**config.mk**
```make
export PLATFORM = sky130hd
export DESIGN_NAME = posit_mult_arbiter
export DESIGN_NICKNAME = d
export VERILOG_FILES = /design/src/rtl/posit_mult_arbiter.sv
export SDC_FILE = /design/constraint.sdc
export NUM_CORES = 1
export LEC_CHECK = 0
export CORE_AREA = 3 3 199 201
export CTS_CLUSTER_SIZE = 14
export DETAILED_ROUTE_END_ITERATION = 6
export DIE_AREA = 0 0 202 204
export PLACE_DENSITY = 0.7
export SLEW_MARGIN = 20
export SYNTH_ARGS = -nofsm -noshare
export SYNTH_HDL_FRONTEND = slang
export SYNTH_SLANG_ARGS = --single-unit
```
**constraint.sdc**
```tcl
create_clock -name clk -period 7.5 [get_ports clk]
set_input_delay 1.5 -clock clk [delete_from_list [all_inputs] [get_ports clk]]
set_output_delay 1.5 -clock clk [all_outputs]
set_load 0.05 [all_outputs]
```
**src/rtl/posit_mult_arbiter.sv**
```systemverilog
// posit_mult_arbiter: round-robin sharing of one pipelined 32-bit posit
// multiplier among NREQ requesters, with a tag pipeline that routes each
// product back to a one-deep per-requester result slot.

// Per-requester result slot: occupancy flags plus captured product.
module posit_mult_arbiter_slot (
  input  logic        clk,
  input  logic        reset,
  input  logic        accept,
  input  logic        retire,
  input  logic        res_ready,
  input  logic [31:0] mult_result,
  input  logic        mult_inf,
  input  logic        mult_zero,
  output logic        busy,
  output logic        res_valid,
  output logic [31:0] res_result,
  output logic        res_inf,
  output logic        res_zero
);
  logic consume;
  assign consume = res_valid & res_ready;

  // busy spans grant..consume; valid spans retire..consume
  always_ff @(posedge clk or posedge reset)
    if (reset) begin
      busy      <= 1'b0;
      res_valid <= 1'b0;
    end else begin
      if (accept)       busy <= 1'b1;
      else if (consume) busy <= 1'b0;
      if (retire)       res_valid <= 1'b1;
      else if (consume) res_valid <= 1'b0;
    end

  // capture product on retire; data is left in place after consume
  always_ff @(posedge clk or posedge reset)
    if (reset) begin
      res_result <= '0;
      res_inf    <= 1'b0;
      res_zero   <= 1'b0;
    end else if (retire) begin
      res_result <= mult_result;
      res_inf    <= mult_inf;
      res_zero   <= mult_zero;
    end
endmodule

module posit_mult_arbiter #(
  parameter int NREQ     = 4,
  parameter int MULT_LAT = 4,
  parameter int TAGW     = 2
) (
  input  logic               clk,
  input  logic               reset,
  input  logic [NREQ-1:0]    req_valid,
  output logic [NREQ-1:0]    req_ready,
  input  logic [NREQ*32-1:0] req_in1,
  input  logic [NREQ*32-1:0] req_in2,
  output logic [NREQ-1:0]    res_valid,
  input  logic [NREQ-1:0]    res_ready,
  output logic [NREQ*32-1:0] res_result,
  output logic [NREQ-1:0]    res_inf,
  output logic [NREQ-1:0]    res_zero,
  output logic               mult_start,
  output logic [31:0]        mult_in1,
  output logic [31:0]        mult_in2,
  input  logic [31:0]        mult_result,
  input  logic               mult_inf,
  input  logic               mult_zero,
  input  logic               mult_done,
  output logic [NREQ-1:0]    busy,
  output logic               err_sync
);
  localparam int FW = $clog2(MULT_LAT + 2);

  logic [FW-1:0]               flush_cnt;
  logic                        flushing, retire_en, gnt_any;
  logic [TAGW-1:0]             rr_ptr, gnt_idx;
  logic [TAGW:0]               gnt_sum;
  logic [NREQ-1:0]             elig, elig_rot, retire;
  // [0] is registered alongside mult_start, [MULT_LAT] lines up with mult_done
  logic [MULT_LAT:0]           vld_pipe;
  logic [MULT_LAT:0][TAGW-1:0] tag_pipe;

  assign flushing  = (flush_cnt != '0);
  assign elig      = req_valid & ~busy & {NREQ{~flushing}};
  assign retire_en = mult_done & vld_pipe[MULT_LAT] & ~flushing;

  // grant the first eligible requester at or after rr_ptr, wrapping mod NREQ
  always_comb begin
    elig_rot = NREQ'({elig, elig} >> rr_ptr);
    gnt_any  = 1'b0;
    gnt_sum  = '0;
    for (int off = NREQ - 1; off >= 0; off--)
      if (elig_rot[off]) begin
        gnt_any = 1'b1;
        gnt_sum = {1'b0, rr_ptr} + (TAGW+1)'(off);
      end
    if (gnt_sum >= (TAGW+1)'(NREQ)) gnt_sum = gnt_sum - (TAGW+1)'(NREQ);
    gnt_idx   = gnt_sum[TAGW-1:0];
    req_ready = gnt_any ? (NREQ'(1) << gnt_idx) : '0;
  end

  // issue: register operands and start pulse, advance round-robin pointer
  always_ff @(posedge clk or posedge reset)
    if (reset) begin
      rr_ptr     <= '0;
      mult_start <= 1'b0;
      mult_in1   <= '0;
      mult_in2   <= '0;
    end else begin
      mult_start <= gnt_any;
      if (gnt_any) begin
        mult_in1 <= req_in1[32*gnt_idx +: 32];
        mult_in2 <= req_in2[32*gnt_idx +: 32];
        rr_ptr   <= (gnt_idx == TAGW'(NREQ - 1)) ? '0 : gnt_idx + 1'b1;
      end
    end

  // tag pipeline shadows the multiplier so each done knows its owner
  always_ff @(posedge clk or posedge reset)
    if (reset) begin
      vld_pipe <= '0;
      tag_pipe <= '0;
    end else begin
      vld_pipe <= {vld_pipe[MULT_LAT-1:0], gnt_any};
      tag_pipe <= {tag_pipe[MULT_LAT-1:0], gnt_idx};
    end

  // post-reset flush window (multiplier is not reset) and sticky sync check
  always_ff @(posedge clk or posedge reset)
    if (reset) begin
      flush_cnt <= FW'(MULT_LAT + 1);
      err_sync  <= 1'b0;
    end else if (flushing) begin
      flush_cnt <= flush_cnt - 1'b1;
    end else if (mult_done != vld_pipe[MULT_LAT]) begin
      err_sync <= 1'b1;
    end

  for (genvar i = 0; i < NREQ; i++) begin : g_slot
    assign retire[i] = retire_en && (tag_pipe[MULT_LAT] == TAGW'(i));
    posit_mult_arbiter_slot u_slot (
      .clk         (clk),
      .reset       (reset),
      .accept      (req_ready[i]),
      .retire      (retire[i]),
      .res_ready   (res_ready[i]),
      .mult_result (mult_result),
      .mult_inf    (mult_inf),
      .mult_zero   (mult_zero),
      .busy        (busy[i]),
      .res_valid   (res_valid[i]),
      .res_result  (res_result[32*i +: 32]),
      .res_inf     (res_inf[i]),
      .res_zero    (res_zero[i])
    );
  end
endmodule
```
# Word level (Yosys, flattened, before mapping)
# Cells that the tools add are included.
classes:
  muxes: 23
  n_eq_ne: 5
  reduce_logical: 15
  addsub: 6
  n_bitwise: 10
  n_lt_le_gt_ge: 1
  n_shift: 4
op_table:
  columns: ["op", "count"]
  rows:
  - ["indexed part select 128 x 8 -> 32 bit", 2]
  - ["two-way mux 1 bit", 16]
  - ["nonzero test 2 bit", 8]
  - ["two-way mux 3 bit", 4]
  - ["bitwise AND 4 bit", 2]
  - ["right shift 8 x 2 -> 4 bit", 1]
  - ["adder 2 x 2 -> 3 bit, second input constant", 2]
  - ["bitwise AND 1 bit", 6]
  - ["== test 2 bit, second input constant", 3]
  - ["logical AND 1 bit", 4]
  - ["two-way mux 2 bit", 2]
  - ["two-way mux 4 bit", 1]
  - ["NOT 4 bit", 1]
  - ["left shift 1 x 2 -> 4 bit, first input constant", 1]
  - ["adder 2 x 1 -> 3 bit, second input constant", 1]
  - [">= comparator 3 bit, second input constant", 1]
  - ["nonzero test 3 bit", 1]
  - ["subtractor 3 x 1 -> 3 bit, second input constant", 1]
  - ["adder 2 x 1 -> 2 bit, second input constant", 1]
  - ["== test 2 x 1 -> 1 bit, second input constant", 1]
  - ["zero test 2 bit", 1]
  - ["AND reduction 2 bit", 1]
  - ["subtractor 2 x 1 -> 2 bit, second input constant", 1]
  - ["inequality test 1 bit", 1]
  - ["NOT 1 bit", 1]
word_totals:
  regBits: 230
  out_inout_bits: 214

# Longest topological paths before layout
depth:
  ltp_word: 13
  mapped_depth: 9
  mapped_depth_nobuf: 8

# Hierarchy
# A second synthesis with hierarchy kept.
hier_totals:
  cells_unflattened: 690
  hier_area_um2: 10372.4
modules_own_cells:
  columns: ["mod", "seq_area_each_um2", "instances", "cells_per_inst", "area_per_inst_um2"]
  rows:
  - ["posit_mult_arbiter_slot", 900.9, 4, 79, 1490.2]
  - ["posit_mult_arbiter", 2129.5, 1, 374, 4411.7]

# Least setup slack after synthesis
# Ideal clock, no wire load.
synth_path:
  path_kind: "input to output"
  startpoint: "in req_valid[1]"
  endpoint: "out req_ready[0]"
  path_stages: 9
  n_path_buf: 4
  setup_slack_ps: 3040
  arrival_time_ps: 2960
  path_cell_list: "nor2b_2 > nor2b_1 > nor2_1 > o221a_1 > clkbuf_1 > buf_2 > buf_2 > and2_1 > buf_4"
synth_via:
  elab_chain_cells: 11
synth_rtl:
  columns: ["item", "line_no", "rtl"]
  rows:
  - ["start, declared", "56", "input logic [NREQ-1:0] req_valid,"]
  - ["bitwise AND 4 bit * (2 in a row)", "87", "assign elig = req_valid & ~busy & {NREQ{~flushing}};"]
  - ["right shift 8 x 2 -> 4 bit *", "92", "elig_rot = NREQ'({elig, elig} >> rr_ptr);"]
  - ["two-way mux 3 bit (4 in a row)", "96", "if (elig_rot[off]) begin"]
  - [">= comparator 3 bit or subtractor 2 x 1 -> 2 bit (tied branches)", "100", "if (gnt_sum >= (TAGW+1)'(NREQ)) gnt_sum = gnt_sum - (TAGW+1)'(NREQ);"]
  - ["two-way mux 2 bit", "100", null]
  - ["left shift 1 x 2 -> 4 bit", "102", "req_ready = gnt_any ? (NREQ'(1) << gnt_idx) : '0;"]
  - ["two-way mux 4 bit *", "102", null]
  - ["end, declared", "57", "output logic [NREQ-1:0] req_ready,"]
# Every way passes the cells marked *; elsewhere a longest branch is shown, timed or not.

# Worst setup path in the final report
layout_path:
  startpoint: "in req_valid[2]"
  endpoint: "out req_ready[2]"
# The elaborated chain is that of the path after synthesis.

==> impl_metrics.ini <==
[clocking]
post-cts-setup-buffer-count = 0
root_buffer = sky130_fd_sc_hd__clkbuf_16
cts.reportedPaths.clkPinSlew_ns = 0.06
insertion_delay_ns = 0.55
cts_inserted_buffers = 27
cts_num_sinks = 229
cts.path.max_buffers = 3
holdBufCountCts = 0
cts_repair_resizes = 0
number_of_h_tree_branching_levels = 1
clock_tree_from_tritoncts = yes

[flow_run]
maxCapViolations = 0

[detailed_routing]
route.vias.total = 8795
drtIter0Drc = 341
detail-route-antenna-nets = 0
route.detailed.drc = 0
vias_per_cell = 4.77
finalWirelength_um = 38500
drt_first_pass_iters = 4
wire_per_inst_um = 20.9

[floorplanning]
io-pin-count = 515
coreArea_um2 = 37800
initial_utilization = 0.275
die-height_um = 204
die_x_um = 202
floorplan.die_area_um2 = 41200
row_count = 71

[yosys]
share_of_synthesized_area_occupied_by_flip_flops_and_latches = 0.551
synth_cell_type_count = 38
mappedNetlistArea_um2 = 10400
async_set_reset_flop_share_out_of_synthesis = 1.00
yosysWarnings = 0
synth_fp_nets = 1134
post-synth-top-area-fraction = 0.546
synthFlopType = sky130_fd_sc_hd__dfrtp_1
synth_edf_count = 0
synth_area_leaders = sky130_fd_sc_hd__dfrtp_1 (55%), sky130_fd_sc_hd__mux2_2 (8.0%), sky130_fd_sc_hd__mux2_1 (6.8%), sky130_fd_sc_hd__mux2i_1 (6.2%), sky130_fd_sc_hd__a221oi_2 (4.9%)
synth.avg_cell_area_um2 = 12.5
yosys.area.top_type = sky130_fd_sc_hd__dfrtp_1
post_synth_inst_count = 830
synth_seq_cells = 229

[setup_path]
worst_path_most_repeated_cell = sky130_fd_sc_hd__buf_4
worstPathBufferInverterCount = 5
cpPeakStageDelay_ns = 0.60
worst-endpoint-required_ns = 6.00
timing.critical_path.cells = clkdlybuf4s50_1 > nand2b_1 > o32a_1 > nand4_4 > inv_2 > buf_4 > nor2_1 > buf_4 > buf_4
cpLargestDelayFamily = buffers and inverters
timing.reg2reg.setup_slack_ns = 3.82
ff2ff_path_depth = 7
cp_slowest_cell = sky130_fd_sc_hd__buf_4
setup.worst_path.class = primary input to output port
worst_setup_path_end_kind = output port
crit_cells = 9
critical_path.max_fanout = 69
start_kind = primary input
worstPathArrival_ns = 3.91

[grt]
gr-total-overflow = 0
grt_first_pass_wirelength_um = 57100
globalRouteTotalUtil = 0.177
grt_pass1_vias = 9308
grt_max_degree = 164
grt_antenna_before_repair = 3

[sta]
worst_slack_ns = 2.09
setup_repair_after_global_routing_missed_its_margin = no
post-route-min-period_ns = 5.41
max_freq_ghz = 0.185
slew_headroom = 0.320
final.period_utilization = 0.721
hold_slack_ns = 0.337
worst_max_slew_pin_slew_ns = 1.02
fin_skew_ns = 0.0183
final_hold_violations = 0
timing.final.max_slew_violations = 0
setup_total_negative_slack_ns = 0
report.final.setup_viol = 0

[final_layout]
post-route-cell-area_um2 = 16800
layout_commonest_cell = sky130_fd_sc_hd__clkdlybuf4s50_1
final_cell_mix = sky130_fd_sc_hd__clkdlybuf4s50_1 (513), sky130_fd_sc_hd__dfrtp_1 (227), sky130_fd_sc_hd__nor2_1 (75), sky130_fd_sc_hd__mux2_2 (74)
layout.nets = 1613
drive_gt1_frac = 0.135
areaGrowthSynthToFinish_pct = 61.9

[power_and_ir_drop]
vdd_drop_max_mv = 0.245
cellLeakagePower_nw = 7.21
pwr_density_cell_nw_per_um2 = 518
power_mw = 8.72

[worst_hold_path]
hp-class = register to register
holdPathStages = 0

[outcome]
outcome = completed

[place]
gp_congestion = 0.835
detailed_place.area_um2 = 15900
detailed_place_hpwl_um = 28400
place.port_buffers = 514
place_worst_setup_slack_ns = 2.10
==> worst paths after layout <==
path	startpoint	to
min in group asynchronous	reset	mult_in2[7]$_DFFE_PP0P_
hold / removal	tag_pipe[6]$_DFF_PP0_	tag_pipe[8]$_DFF_PP0_
hold reg to reg	tag_pipe[6]$_DFF_PP0_	tag_pipe[8]$_DFF_PP0_
setup / recovery	req_valid[2]	req_ready[2]
max in group asynchronous	reset	g_slot[2].u_slot.res_result[17]$_DFFE_PP0P_
setup reg to reg	g_slot[2].u_slot.busy$_DFFE_PP0P_	mult_in1[22]$_DFFE_PP0P_
==> cell type report <==
| type | count | area (µm²) |
|---|---|---|
| clock buffers | 34 | 722 |
| diodes | 3 | 7.51 |
| flip-flops and latches | 229 | 5730 |
| multi-input cells | 514 | 4190 |
| well taps | 511 | 639 |
| inverters | 11 | 45.0 |
| fillers | 3485 | 20900 |
| clock inverters | 16 | 258 |
| repair buffers | 526 | 5250 |
==> registers in the layout, indices dropped and copies added, names as in the netlist <==
register                  cells
g_slot.u_slot.res_zero        4
flush_cnt                     3
g_slot.u_slot.res_valid       4
g_slot.u_slot.res_inf         4
g_slot.u_slot.res_result    128
g_slot.u_slot.busy            4
vld_pipe                      5
rr_ptr                        2
err_sync                      1
tag_pipe                     10
mult_in1                     32
mult_in2                     32
==> cells by family (layout without fill, tap and decap cells) <==
family / count (synthesis) / count (layout) / share of synthesized area
buffers and inverters: 87 / 587 / 0.0486
adder cells (fa/ha/maj): 3 / 3 / 0.00361
AO/OA/AOI/OAI: 147 / 147 / 0.120
other: 0 / 3 / 0
flip-flops: 229 / 229 / 0.551
XOR/XNOR: 1 / 1 / 0.000842
AND/OR/NAND/NOR: 162 / 162 / 0.0658
multiplexers: 201 / 201 / 0.210
==> metal layers <==
metal	GRT usage	routed length (µm)	vias to the layer above
met1	0.201	14400	4431
met4	0.0606	1170	0
met5	0	0	-
met2	0.318	19800	381
li1	-	-	3926
met3	0.0495	3120	57
==> cell usage after synthesis (3+ instances only) <==
cell,n
sky130_fd_sc_hd__a21o_1,5
sky130_fd_sc_hd__a21oi_1,69
sky130_fd_sc_hd__mux2_1,63
sky130_fd_sc_hd__buf_4,31
sky130_fd_sc_hd__mux2_2,74
sky130_fd_sc_hd__nor2_1,75
sky130_fd_sc_hd__buf_6,4
sky130_fd_sc_hd__nand2b_1,3
sky130_fd_sc_hd__a221oi_2,34
sky130_fd_sc_hd__dfrtp_1,227
sky130_fd_sc_hd__ha_1,3
sky130_fd_sc_hd__mux2i_1,64
sky130_fd_sc_hd__nand2_1,70
sky130_fd_sc_hd__buf_2,26
sky130_fd_sc_hd__clkbuf_1,15
sky130_fd_sc_hd__a221oi_1,30
sky130_fd_sc_hd__inv_1,9
==> power breakdown <==
part           switching (mW)  internal [mW]  leakage [nW]
Clock                   0.543          0.895         0.482
Sequential              0.341           1.84          2.71
Combinational            3.30           1.80          4.02
==> per-stage QoR <==
step           instances  utilization
6_report            1844        0.446
3_5_place_dp        1791        0.420
5_1_grt             1844        0.446
2_1_floorplan        830            -
4_1_cts             1841        0.446
3_3_place_gp        1791        0.420
No activity file was read; power rests on OpenSTA's default activity.
